===== config.mk =====
export PLATFORM = sky130hd
export DESIGN_NAME = mem_stage
export DESIGN_NICKNAME = d
export VERILOG_FILES = /design/src/rtl/mem_stage.sv
export SDC_FILE = /design/constraint.sdc
export NUM_CORES = 1
export LEC_CHECK = 0
export CAP_MARGIN = 20
export CORE_AREA = 2 2 105 158
export CTS_CLUSTER_DIAMETER = 150
export DETAILED_ROUTE_END_ITERATION = 10
export DIE_AREA = 0 0 107 160
export HOLD_SLACK_MARGIN = 0.03
export PLACE_DENSITY = 0.68
export SETUP_SLACK_MARGIN = 0.02
export SLEW_MARGIN = 5
export SYNTH_ARGS = -nofsm -noshare
export SYNTH_HDL_FRONTEND = slang
export SYNTH_SLANG_ARGS = --single-unit

===== constraint.sdc =====
create_clock -name clk -period 3.05 [get_ports clk]
set_input_delay 0.305 -clock clk [delete_from_list [all_inputs] [get_ports clk]]
set_output_delay 0.305 -clock clk [all_outputs]
set_load 0.01 [all_outputs]

===== src/rtl/mem_stage.sv =====
// Load/store stage: checks alignment, runs one data-memory access at a time
// under a timeout, and registers the writeback result.
module mem_stage #(
  parameter int TIMEOUT_CYCLES = 15
) (
  input  logic        clk,
  input  logic        rst,
  input  logic        valid_i,
  input  logic        mem_rd_i,
  input  logic        mem_wr_i,
  input  logic [2:0]  funct3_i,
  input  logic [31:0] addr_i,
  input  logic [31:0] dataW_i,
  input  logic [4:0]  rd_i,
  input  logic        regwen_i,
  output logic        dmem_req_o,
  output logic        dmem_we_o,
  output logic [31:0] dmem_addr_o,
  output logic [31:0] dmem_wdata_o,
  output logic [3:0]  dmem_be_o,
  input  logic        dmem_ack_i,
  input  logic [31:0] dmem_rdata_i,
  output logic        stall_o,
  output logic        wb_valid_o,
  output logic [31:0] wb_data_o,
  output logic [4:0]  wb_rd_o,
  output logic        wb_regwen_o,
  output logic        misalign_o,
  output logic        bus_err_o
);
  typedef enum logic {S_IDLE, S_ACCESS} state_t;
  localparam int CW = $clog2(TIMEOUT_CYCLES + 1);

  state_t        r_state;
  logic [CW-1:0] r_cnt;
  logic [2:0]    r_funct3;
  logic [1:0]    r_lo;
  logic [4:0]    r_rd;
  logic          r_regwen;

  logic        w_mem, w_misal;
  logic [3:0]  w_be;
  logic [31:0] w_wdata, w_load;
  logic [7:0]  w_byte;
  logic [15:0] w_half;

  assign w_mem = mem_rd_i | mem_wr_i;

  always_comb begin
    w_misal = 1'b0;
    w_be    = 4'b1111;
    w_wdata = dataW_i;
    case (funct3_i[1:0])
      2'b00: begin
        w_be    = 4'b0001 << addr_i[1:0];
        w_wdata = {4{dataW_i[7:0]}};
      end
      2'b01: begin
        w_misal = addr_i[0];
        w_be    = 4'b0011 << addr_i[1:0];
        w_wdata = {2{dataW_i[15:0]}};
      end
      default: w_misal = |addr_i[1:0];
    endcase
    // Loads always fetch the full word; the lane is picked on return.
    if (!mem_wr_i) w_be = 4'b1111;
  end

  always_comb begin
    case (r_lo)
      2'd0:    w_byte = dmem_rdata_i[7:0];
      2'd1:    w_byte = dmem_rdata_i[15:8];
      2'd2:    w_byte = dmem_rdata_i[23:16];
      default: w_byte = dmem_rdata_i[31:24];
    endcase
    w_half = r_lo[1] ? dmem_rdata_i[31:16] : dmem_rdata_i[15:0];
    case (r_funct3)
      3'b000:  w_load = {{24{w_byte[7]}}, w_byte};
      3'b100:  w_load = {24'd0, w_byte};
      3'b001:  w_load = {{16{w_half[15]}}, w_half};
      3'b101:  w_load = {16'd0, w_half};
      default: w_load = dmem_rdata_i;
    endcase
  end

  always_comb begin
    stall_o = 1'b0;
    if (!rst) begin
      if (r_state == S_IDLE) stall_o = valid_i & w_mem & ~w_misal;
      else                   stall_o = ~dmem_ack_i;
    end
  end

  always_ff @(posedge clk) begin
    if (rst) begin
      r_state      <= S_IDLE;
      r_cnt        <= '0;
      r_funct3     <= '0;
      r_lo         <= '0;
      r_rd         <= '0;
      r_regwen     <= 1'b0;
      dmem_req_o   <= 1'b0;
      dmem_we_o    <= 1'b0;
      dmem_addr_o  <= '0;
      dmem_wdata_o <= '0;
      dmem_be_o    <= '0;
      wb_valid_o   <= 1'b0;
      wb_data_o    <= '0;
      wb_rd_o      <= '0;
      wb_regwen_o  <= 1'b0;
      misalign_o   <= 1'b0;
      bus_err_o    <= 1'b0;
    end else begin
      wb_valid_o <= 1'b0;
      misalign_o <= 1'b0;
      bus_err_o  <= 1'b0;
      case (r_state)
        S_IDLE: if (valid_i) begin
          if (!w_mem) begin
            wb_valid_o  <= 1'b1;
            wb_data_o   <= addr_i;
            wb_rd_o     <= rd_i;
            wb_regwen_o <= regwen_i;
          end else if (w_misal) begin
            misalign_o  <= 1'b1;
            wb_valid_o  <= 1'b1;
            wb_data_o   <= '0;
            wb_rd_o     <= rd_i;
            wb_regwen_o <= 1'b0;
          end else begin
            r_state      <= S_ACCESS;
            r_cnt        <= '0;
            r_funct3     <= funct3_i;
            r_lo         <= addr_i[1:0];
            r_rd         <= rd_i;
            r_regwen     <= regwen_i & ~mem_wr_i;
            dmem_req_o   <= 1'b1;
            dmem_we_o    <= mem_wr_i;
            dmem_addr_o  <= {addr_i[31:2], 2'b00};
            dmem_wdata_o <= w_wdata;
            dmem_be_o    <= w_be;
          end
        end
        S_ACCESS: begin
          // Ack wins over a timeout landing in the same cycle.
          if (dmem_ack_i) begin
            r_state     <= S_IDLE;
            dmem_req_o  <= 1'b0;
            wb_valid_o  <= 1'b1;
            wb_data_o   <= dmem_we_o ? 32'd0 : w_load;
            wb_rd_o     <= r_rd;
            wb_regwen_o <= r_regwen;
          end else if (r_cnt == CW'(TIMEOUT_CYCLES - 1)) begin
            r_state     <= S_IDLE;
            dmem_req_o  <= 1'b0;
            bus_err_o   <= 1'b1;
            wb_valid_o  <= 1'b1;
            wb_data_o   <= '0;
            wb_rd_o     <= r_rd;
            wb_regwen_o <= 1'b0;
          end else begin
            r_cnt <= r_cnt + 1'b1;
          end
        end
        default: r_state <= S_IDLE;
      endcase
    end
  end
endmodule


==> summary.txt <==
status: finished clean
most frequent cells in the layout: 219 x clkdlybuf4s50_1, 130 x nand2_1, 125 x dfxtp_1, 79 x nor2_1, 76 x a21oi_1
Synth Area in Simple Gates: 19.1%
Post-Place Worst Slack: 0.263 ns
arrival time worst endpoint: 2.24 ns
CP max FO: 13
final setup margin: 0.506 ns
Clock Path Buffers: 2
cells along the critical path: nand2b_1 -> nor2b_1 -> o21ai_4 -> a21oi_1 -> clkdlybuf4s50_1
required time of the critical path: 2.74 ns
Port Buffer Count: 220
Yosys top cell area share: 43.9%
GP Congestion: 0.839
crit start category: register
Clock Skews: 0.00981 ns
Worst Tran Pin Value: 0.785 ns
Starting Density: 35.8%
max-slew violation count: 0
Die Wd: 107 um
synth warn: 0
Leak: 3.02 nW
Synth cell types: 51
CTS root buf: clkbuf_16
cts-stage hold buffer count: 0
antenna-violating nets left: 0
compound-cell area share of the yosys netlist: 25.3%
post-cts sizing count: 0
worst hold path type: in -> reg
most common cell after layout, fill and taps aside: clkdlybuf4s50_1
number of global-route vias before repair: 5634
mux contribution to synthesized area: 4.81%
CTS tree: yes
CORE AREA: 15900 um2
total grt overflow: 0
TritonRoute pass-1 iters: 5
slowest stage delay, CP: 0.57 ns
largest family of logic cells by synthesized area: compound AO/OA/AOI/OAI gates
Gate Count Post-Synth: 697
DP Wirelength: 14200 um
slowest cell on the critical path: clkdlybuf4s50_1
postcts setup bufs: 0
Post-synth ARST share: 0%
Reg clk slew, reported paths: 0.05 ns
I/O pin count: 223
WS Path Type: reg -> out
Final period util: 83.4%
Row Count: 57
CTS Sinks: 125
average size of a mapped cell: 8.18 um2
Final Hold Viols: 0
initial antenna violation count: 0
vias per inst: 5.23
final wirelength: 19700 um
minimum clock period: 2.54 ns
DR WL/cell: 17.8 um
Adder-Cell Fraction of Synth Area: 0.439%
post-synthesis sequential area ratio: 43.9%
Iter 0 DRT Violations: 349
via count: 5792
die area: 17100 um2
Critical Path End Type: primary output
worst skew pair latency: 0.42 ns
die height: 160 um
DRC viols: 0
CP delay by family, top: buffers and inverters
synthesis-to-finish area growth: 51.0%
Post-Syn Area: 5700 um2
xor/xnor share of the synthesized area: 0.307%
GRT Total Usage: 23.0%
worst ir drop on vdd: 0.000299 V
pwr/cell area: 549 nW/um2
Highest Clock Rate: 0.393 GHz
fraction of layout instances using a drive strength above 1: 7.43%
largest net degree at the start of global routing: 63
max_cap viols: 0
fin nets: 1002
Seq cells post-synth: 125
Yosys top cell by area: dfxtp_1
RSZ-0062 raised after global routing: false
CP Buf/Inv Count: 1
htree depth: 4
Antenna Cells: 0
cts bufs inserted: 17
top cells by area, synth: dfxtp_1 44%, nand2_1 8.6%, a21oi_1 6.7%, nor2_1 5.3%, mux2i_1 4.2%
relative slew slack: 47.6%
ys flop type: dfxtp_1
first-pass GRT wire length: 30600 um
Sum Neg Setup Slack: 0 ns
final setup fails: 0
Post-synth EDFFs: 0
state kept, by name (all words and copies together) (netlist names), 2 cells and up:
name	count
dmem_addr_o	30
dmem_be_o	4
dmem_wdata_o	32
r_cnt	4
r_funct3	3
r_lo	2
r_rd	5
wb_data_o	32
wb_rd_o	5
where the power goes:
group / total, W / internal (W) / switching, W
sequential: 0.00182 / 0.00175 / 0.0000709
combinational: 0.000893 / 0.000456 / 0.000437
clock: 0.00201 / 0.00126 / 0.000748
kinds of logic after synthesis:
kind of cell | after synthesis
AND/OR/NAND/NOR | 260
AO/OA/AOI/OAI | 204
flip-flops | 125
buffers and inverters | 76
multiplexers | 27
adder cells (fa/ha/maj) | 2
XOR/XNOR | 2
other | 1
final cells by class:
cell class / count / area [um2]
clock buffer: 22 / 474
inverter: 13 / 48.8
fill: 1514 / 7300
tap: 206 / 258
timing repair buffer: 235 / 2340
sequential: 125 / 2500
clock inverter: 10 / 114
multi-input combinational: 497 / 2870
layer usage:
metal / share of wire (%) / up-vias / GRT usage [%]
met1: 37 / 2658 / 24.8
met4: 4.0 / 0 / 11.2
met5: 0 / - / 0
met2: 51 / 231 / 39.8
li1: - / 2863 / -
met3: 7.7 / 40 / 7.80
worst paths after layout:
| check | start | endpoint | slack, ns | cells after the start |
|---|---|---|---|---|
| worst max-delay path | r_state | stall_o | 0.51 | 5 |
| worst max register to register | r_cnt[0] | wb_data_o[30] | 0.54 | 7 |
| worst min register to register | dmem_addr_o[23] | dmem_addr_o[23] | 0.45 | 2 |
| worst min-delay path | rst | r_cnt[0] | 0.36 | 2 |
synthesized netlist by cell type (3+ instances only):
cell type and count:
nand2_1 130, dfxtp_1 125, nor2_1 80, a21oi_1 76, clkbuf_1 34, a211oi_1 29, mux2i_1 24, nor3_1 23
buf_2 21, a22oi_1 17, a2111oi_0 13, inv_1 13, a211oi_2 10, o21ai_0 10, a311oi_1 9, o211ai_1 8
a221oi_1 7, and2_1 6, nand2b_1 6, o32ai_1 6, o22ai_1 5, buf_4 4, buf_6 3, mux2_2 3
per-stage QoR:
stage          util, %  std cells  hold slack (ns)  total power (W)  area (um2)
2_1_floorplan        -        698            0.432          0.00226        5700
3_3_place_gp      50.4       1076            0.440          0.00274        8020
3_5_place_dp      50.4       1076            0.446          0.00275        8020
4_1_cts           54.1       1108            0.353          0.00477        8610
5_1_grt           54.1       1108            0.379          0.00492        8610
6_report          54.1       1108            0.363          0.00472        8610
Power figures use the tool's default switching activity.
